==> config.mk <==
export PLATFORM = sky130hd
export DESIGN_NAME = instruction_fetch_unit
export DESIGN_NICKNAME = d
export VERILOG_FILES = /design/src/rtl/instruction_fetch_unit.sv
export SDC_FILE = /design/constraint.sdc
export NUM_CORES = 1
export LEC_CHECK = 0
export BUFFER_PORTS_ARGS = -buffer_cell sky130_fd_sc_hd__buf_2
export CORE_MARGIN = 10
export CORE_UTILIZATION = 52
export CTS_BUF_LIST = sky130_fd_sc_hd__clkbuf_8
export CTS_CLUSTER_SIZE = 8
export DETAILED_ROUTE_END_ITERATION = 8
export GPL_TIMING_DRIVEN = 0
export PLACE_DENSITY = 0.83
export SYNTH_ARGS = -nofsm -noshare
export SYNTH_HDL_FRONTEND = slang
export SYNTH_SLANG_ARGS = --single-unit
==> constraint.sdc <==
create_clock -name Clock -period 4.1 [get_ports Clock]
set_clock_uncertainty 0.05 [all_clocks]
set_input_delay 0.615 -clock Clock [delete_from_list [all_inputs] [get_ports Clock]]
set_output_delay 0.615 -clock Clock [all_outputs]
set_load 0.03 [all_outputs]
==> src/rtl/instruction_fetch_unit.sv <==
// instruction_fetch_unit: fetch stage of the 24-bit CPU.
// Owns the program counter, presents it to the combinational instruction
// memory and latches the returned word into the IF/ID pipeline register.
// Handles stall, flush, branch/jump redirect and halt-opcode detection.
module instruction_fetch_unit #(
  parameter int unsigned       ADDR_W      = 24,
  parameter int unsigned       INSTR_W     = 24,
  parameter logic [ADDR_W-1:0] RESET_PC    = 24'h000000,
  parameter logic [4:0]        HALT_OPCODE = 5'b11111
) (
  input  logic               Clock,
  input  logic               Reset,
  input  logic               Stall,
  input  logic               Flush,
  input  logic               BranchTaken,
  input  logic [ADDR_W-1:0]  BranchTarget,
  input  logic               JumpTaken,
  input  logic [ADDR_W-1:0]  JumpTarget,
  output logic [ADDR_W-1:0]  PC,
  input  logic [INSTR_W-1:0] Instruction,
  output logic [INSTR_W-1:0] IF_ID_Instruction,
  output logic [ADDR_W-1:0]  IF_ID_PC,
  output logic [ADDR_W-1:0]  IF_ID_PCPlus1,
  output logic               IF_ID_Valid,
  output logic               Halted,
  output logic [15:0]        FetchCount
);

  typedef enum logic {
    RUN    = 1'b0,
    HALTED = 1'b1
  } state_t;

  state_t              state_r;
  logic                redirect_s;
  logic [ADDR_W-1:0]   redirect_pc_s;
  logic [ADDR_W-1:0]   pc_plus1_s;
  logic                is_halt_s;
  logic [15:0]         fetch_count_next_s;

  // Redirect selection (jump beats branch), PC increment, halt decode, saturating count
  always_comb begin
    redirect_s = JumpTaken | BranchTaken;
    if (JumpTaken) begin
      redirect_pc_s = JumpTarget;
    end else begin
      redirect_pc_s = BranchTarget;
    end
    pc_plus1_s = PC + {{(ADDR_W-1){1'b0}}, 1'b1};
    is_halt_s  = (Instruction[INSTR_W-1 -: 5] == HALT_OPCODE);
    if (FetchCount == 16'hFFFF) begin
      fetch_count_next_s = FetchCount;
    end else begin
      fetch_count_next_s = FetchCount + 16'd1;
    end
  end

  // Fetch FSM: PC, IF/ID register, halt flag and fetch counter
  always_ff @(posedge Clock or posedge Reset) begin
    if (Reset) begin
      state_r           <= RUN;
      PC                <= RESET_PC;
      IF_ID_Instruction <= {INSTR_W{1'b0}};
      IF_ID_PC          <= {ADDR_W{1'b0}};
      IF_ID_PCPlus1     <= {ADDR_W{1'b0}};
      IF_ID_Valid       <= 1'b0;
      Halted            <= 1'b0;
      FetchCount        <= 16'd0;
    end else begin
      case (state_r)
        RUN: begin
          if (redirect_s) begin
            // Redirect wins over stall/flush so a mispredict never loses the target
            PC          <= redirect_pc_s;
            IF_ID_Valid <= 1'b0;
          end else if (Flush) begin
            IF_ID_Valid <= 1'b0;
          end else if (Stall) begin
            IF_ID_Valid <= IF_ID_Valid;
          end else begin
            IF_ID_Instruction <= Instruction;
            IF_ID_PC          <= PC;
            IF_ID_PCPlus1     <= pc_plus1_s;
            IF_ID_Valid       <= 1'b1;
            FetchCount        <= fetch_count_next_s;
            if (is_halt_s) begin
              // Halt word itself is delivered; PC parks on it
              state_r <= HALTED;
              Halted  <= 1'b1;
            end else begin
              PC <= pc_plus1_s;
            end
          end
        end
        HALTED: begin
          if (redirect_s) begin
            // Halt was speculative behind an older branch: resume at target
            PC          <= redirect_pc_s;
            IF_ID_Valid <= 1'b0;
            state_r     <= RUN;
            Halted      <= 1'b0;
          end else if (Stall && !Flush) begin
            IF_ID_Valid <= IF_ID_Valid;
          end else begin
            IF_ID_Valid <= 1'b0;
          end
        end
        default: begin
          state_r     <= RUN;
          Halted      <= 1'b0;
          IF_ID_Valid <= 1'b0;
        end
      endcase
    end
  end

endmodule

==> metrics, run 1 <==
Core ar. 10,300 sq um; worst-skew pair later-pin latency 0.44 ns; Final ANT Viol Nets 0; minimum clock period 2.60 ns; Synth area leader dfrtp_1; DR top layer met5; Fin. Hold Viols 0; Fmax achieved 0.385 GHz; wire length on met1 7180 um; Tot Pwr 3.75 mW; pre-CTS setup slack 1.45 ns; final setup vio count 0; most common cell after layout, fill and taps aside buf_2; GRT Total Usage 23.3%; Max VDD drop 259 uV; Primary FF master, synth dfrtp_1; Mapped Area 5510 sq um; relative max-transition margin 49.8%; grt ovf 0; Placer Congestion 0.905; DRT iter0 DRCs 504; final WL 18,200 um; worst hold-check path type primary input to asynchronous set/reset pin; CTS tree built; Die X 123 um; RSZ-0062 raised after global routing no; I/O Buffers 190; drt pass-1 iters 5; Post-CTS Hold Buffers 0; worst-case clock buffer depth 2; Critical Path RT 4.37 ns; setup TNS 0 ns; CP max FO 8; Max Slew Vio Count 0; vias in the first global route 5,308; share of cells above drive strength 1 30.7%; CTS Buf Count 17; flops & latches, synth 115; Vert. Die Dim 123 um; R2R Setup Slk 1.50 ns; Async S/R FF share, synth 100%; drt wl/cell 18.9 um; period utilization 63.3%; Crit path arrival time 2.87 ns; Lkg Pwr 3.67 nW; Synth Net Count 682; post-CTS resize count 0; area added between synthesis and finish 29.1%; fill count 826; H-tree depth 4; clock sink count 115; setup bufs post-CTS 0; initial core utilization 53.4%; endpoint type of the worst setup path register; Hold Slack 0.279 ns; sequential share of the synthesized area 52.2%; outcome complete, no violations; I/O pin total 192; Post-synth EDFFs 0; DP Wirelength 13,600 um; metal3 WL 1840 um; WL met2 8670 um; PwrDens 527 nW/um^2; Slew @ Worst Pin 0.753 ns; top post-synthesis cells by area dfrtp_1 52%, nand2_1 12%, o21ai_0 3.6%; nets@finish 892; Cells after Synth 602; Synth top area share 52.2%; Final WS setup 1.50 ns; most frequent cells in the layout 202 x buf_2, 181 x nand2_1, 115 x dfrtp_1; # Max-Cap Violations 0; initial antenna violation count 3; via-per-instance ratio 5.60; post-synthesis cell type count 53; die area 15,100 sq um; crit path kind register to register; Avg Cell Area, Syn 9.16 sq um; Syn. warnings 0; CTS clk-pin slew, worst paths 0.07 ns; Worst setup SP type register; routed via count 5,401; drt drc 0; row cnt 37; largest net degree at the start of global routing 61; clock tree root driver cell clkbuf_8; global-route wire length before repair 27,800 um
cells by family (layout without fill, tap and decap cells):
group	Yosys count	count (layout)	share of synthesized area, %
AOI/OAI and AO/OA	121	121	14.1
xor gates and xnor gates	35	35	5.56
adders and majority gates	2	2	0.454
buffers and inverters	40	263	3.02
DFF	115	115	52.2
muxes	10	10	1.93
other	0	3	0
and+or+nand+nor	279	279	22.8
registers in the layout, indices dropped and copies added (netlist names):
signal and flops:
FetchCount 16, IF_ID_PC 24, IF_ID_Instruction 24, PC 24, Halted 1, state_r 1
IF_ID_Valid 1, IF_ID_PCPlus1 24
power by group:
group | switching [mW] | internal [mW]
sequential | 0.150 | 1.33
combinational | 0.761 | 0.317
clock | 0.467 | 0.720
area by class of cell:
cell class / instances / area (sq um) / share of cell area [%]
clock inverter: 11 / 158 / 2.22
antenna: 3 / 7.51 / 0.105
timing repair buffer: 191 / 978 / 13.7
multi-input combinational: 447 / 2470 / 34.7
sequential: 115 / 2880 / 40.4
clock buffer: 21 / 289 / 4.06
inverter: 5 / 21.3 / 0.299
buffer: 35 / 148 / 2.07
tap: 136 / 170 / 2.39
through the flow:
step,instance area [sq um],util [%],cells
4_1_cts,7110,68.9,961
2_1_floorplan,5510,-,602
3_5_place_dp,6660,64.5,929
6_report,7120,68.9,964
5_1_grt,7110,68.9,963
3_3_place_gp,6630,64.2,928
cell usage after synthesis (2+ instances only):
library cell / count
a211oi_1: 5
a21o_1: 2
a21oi_1: 17
a222oi_1: 2
a22o_1: 2
a22oi_1: 4
a31oi_1: 7
a41oi_1: 3
and3_1: 7
and4_1: 6
buf_2: 12
clkbuf_1: 22
dfrtp_1: 115
ha_1: 2
inv_1: 5
mux2_2: 5
mux2i_1: 5
nand2_1: 181
nand3_1: 13
nand4_1: 5
nor2_1: 33
nor2b_1: 4
nor3_1: 10
nor3_2: 2
nor4_1: 2
o21a_1: 5
o21ai_0: 40
o21ai_1: 3
o22a_1: 10
o22ai_1: 9
o2bb2ai_1: 3
o31ai_1: 2
or2_2: 3
or3_1: 4
xnor2_1: 15
xor2_1: 20
path summary, 6_finish.rpt:
| kind | startpoint | endpoint | depth (start not counted) |
|---|---|---|---|
| min in group Clock | Instruction[0] | IF_ID_Instruction[0] | 3 |
| max in group asynchronous | Reset | IF_ID_PC[20] | 3 |
| worst min register to register | IF_ID_PC[11] | IF_ID_PC[11] | 2 |
| worst min-delay path | Reset | IF_ID_PC[1] | 2 |
| worst max-delay path | PC[0] | PC[18] | 6 |
| worst max register to register | PC[0] | PC[18] | 6 |
worst max-delay path, stage by stage (launching register included):
cell	delay [ns]
dfrtp_1	0.53
ha_1	0.29
nand3_1	0.31
nor4_2	0.62
and4_1	0.34
a31oi_1	0.11
o22a_1	0.23
per-layer routing:
layer	vias up	global-route usage (%)
met2	296	36.6
met5	-	0
met1	2575	29.1
met3	38	7.61
met4	2	9.94
li1	2490	-
No activity file was read; power rests on OpenSTA's default activity.
==> run 2: changes to the inputs <==
CORE_UTILIZATION = 47   (was 52)
PLACE_DENSITY = 0.79   (was 0.83)
clock period = 2.2 ns   (was 4.1 ns; I/O delays follow)
==> run 2 against run 1 <==
Against the previous run: cell count is 1.0% higher; via count is 3.9% lower; power increased by 75%; register-to-register slack got worse by 1.4 ns; largest power group unchanged; wire length decreased by 2.8%; count of clock-buffer cells in the layout fell by 2; core utilization down 6.9 points; global-route usage down 2.2 points; die area increased by 8.9%; combinational power increased by 85%; hold slack worse by 0.26 ns.
==> metrics, run 2 (synthesized netlist as in run 1, its figures left out) <==
outcome complete, no violations; DP Wirelength 13,500 um (-0.74%); Worst setup SP type register; Crit path arrival time 2.42 ns (-0.45 ns); endpoint type of the worst setup path register; worst-skew pair later-pin latency 0.43 ns (about the same); Final WS setup 0.0962 ns (-1.41 ns); DRT iter0 DRCs 478 (-5.2%); drt drc 0 (unchanged); Slowest-stage cell, CP dfrtp_2; R2R Setup Slk 0.1 ns (-1.41 ns); clock sink count 115 (unchanged); final setup vio count 0 (unchanged); relative max-transition margin 41.0% (-8.8 points); # Max-Cap Violations 0 (unchanged); Fmax achieved 0.475 GHz (+23%); most common cell after layout, fill and taps aside buf_2; PwrDens 921 nW/um^2 (+75%); Critical Path RT 2.52 ns (-1.85 ns); initial core utilization 48.1% (-5.3 points); initial antenna violation count 3 (unchanged); routed via count 5,193 (-3.9%); area added between synthesis and finish 29.1% (about the same); Fin. Hold Viols 0 (unchanged); Crit Reg-Reg Endpoint IF_ID_Instruction[13]; I/O pin total 192 (unchanged); die area 16,500 sq um (+8.9%); I/O Buffers 190 (unchanged); period utilization 95.6% (+32 points); CP max stage delay 0.47 ns (-0.15 ns); dpl cells 937 (+0.86%); drt pass-1 iters 5 (unchanged); worst-path cell chain or3_1 -> buf_2 -> nor3_4 -> buf_4 -> clkbuf_1 -> nand2_1 -> nand2_1; Lkg Pwr 3.66 nW (-0.28%); nets@finish 895 (+0.34%); largest net degree at the start of global routing 42 (-31%); H-tree depth 4 (unchanged); drt wl/cell 18.2 um (-3.8%); pre-CTS setup slack -0.206 ns (-1.65 ns); Post-CTS Hold Buffers 0 (unchanged); CP delay by family, top simple AND/OR/NAND/NOR gates; share of cells above drive strength 1 32.3% (+1.6 points); grt ovf 0 (unchanged); Core ar. 11,500 sq um (+11%); Layout Utilization 62.0% (-6.9 points); Max Slew Vio Count 0 (unchanged); Final ANT Viol Nets 0 (unchanged); crit path kind register to register; CTS Buf Count 17 (unchanged); Hold Slack 0.0146 ns (-0.265 ns); RSZ-0062 raised after global routing yes; GRT Total Usage 21.2% (-2.2 points); worst hold-check path type primary input to asynchronous set/reset pin; most frequent cells in the layout 200 x buf_2, 181 x nand2_1, 112 x dfrtp_1; worst r2r src state_r; minimum clock period 2.10 ns (-0.493 ns); CP max FO 10 (+2); row cnt 39 (+5.4%); clock tree root driver cell clkbuf_8; Die X 128 um (+4.3%); worst path buffer plus inverter count 3 (+3); Max VDD drop 455 uV (+76%); global-route wire length before repair 27,800 um (+0.27%); cell repeated most along the worst path nand2_1; Placer Congestion 0.902 (-0.33%); final non-filler cell total 974 (+1.0%); final WL 17,700 um (-2.8%); via-per-instance ratio 5.33 (-4.8%); vias in the first global route 5,241 (-1.3%); Slew @ Worst Pin 0.883 ns (+0.130 ns); CTS tree built; Vert. Die Dim 128 um (+4.3%); Reg2Reg Depth 7 (+1); worst-case clock buffer depth 2 (unchanged); CTS clk-pin slew, worst paths 0.07 ns (about the same)
==> run 2: cell count changes in the layout (fill, tap and decap cells not counted), sizes merged <==
| cell | change |
|---|---|
| diode | +1 |
| buf | +3 |
| clkbuf | -2 |
| clkinv | +4 |
| inv | -2 |
| clkinvlp | +2 |
| bufinv | -3 |
==> run 2: layout make-up <==
class,count,area (sq um)
fillers,1050,4350
flip-flops and latches,115,2880
multi-input cells,447,2500
repair buffers,194,1010
clock buffers,19,262
well taps,143,179
plain buffers,35,158
clock inverters,12,91.3
inverters,5,22.5
diodes,4,10.0
==> run 2: where the power goes <==
group / internal, mW / switching [mW] / total [mW]
clock network: 0.924 / 0.867 / 1.79
registers: 2.49 / 0.274 / 2.76
logic: 0.597 / 1.41 / 2.00
total: 4.01 / 2.55 / 6.55
==> run 2: worst max-delay path by stage <==
stage,slack [ns],to,depth (start not counted),from
finish,0.1,IF_ID_Instruction[13],7,state_r
floorplan,0.1,PC[18],6,PC[0]
detailed placement,-0.21,PC[18],6,PC[0]
global route,-0.05,IF_ID_Instruction[13],7,state_r
global placement,-0.54,PC[0],2,Reset
CTS,0.006,PC[18],6,PC[0]
==> run 2: layer usage <==
layer	track usage, %	wire, um
met5	0	0
met4	7.42	222
met3	6.78	1500
met2	32.9	8530
met1	27.1	7460
==> run 2: what timing repair did <==
item                       4_1_cts  5_1_grt
gates resized for setup          4       16
setup endpoints to repair       28       78
buffers inserted                 0        2
pin swaps                        0        2
hold endpoints to repair         0        0
==> run 2: metrics by stage <==
| stage | area [sq um] | TNS [ns] | power [mW] |
|---|---|---|---|
| floorplan | 5520 | 0 | 4.09 |
| global route | 7110 | -0.357 | 6.90 |
| finish | 7110 | 0 | 6.55 |
| detailed placement | 6690 | -3.50 | 4.81 |
| CTS | 7060 | 0 | 6.60 |
| global placement | 6650 | -45.67 | 4.76 |
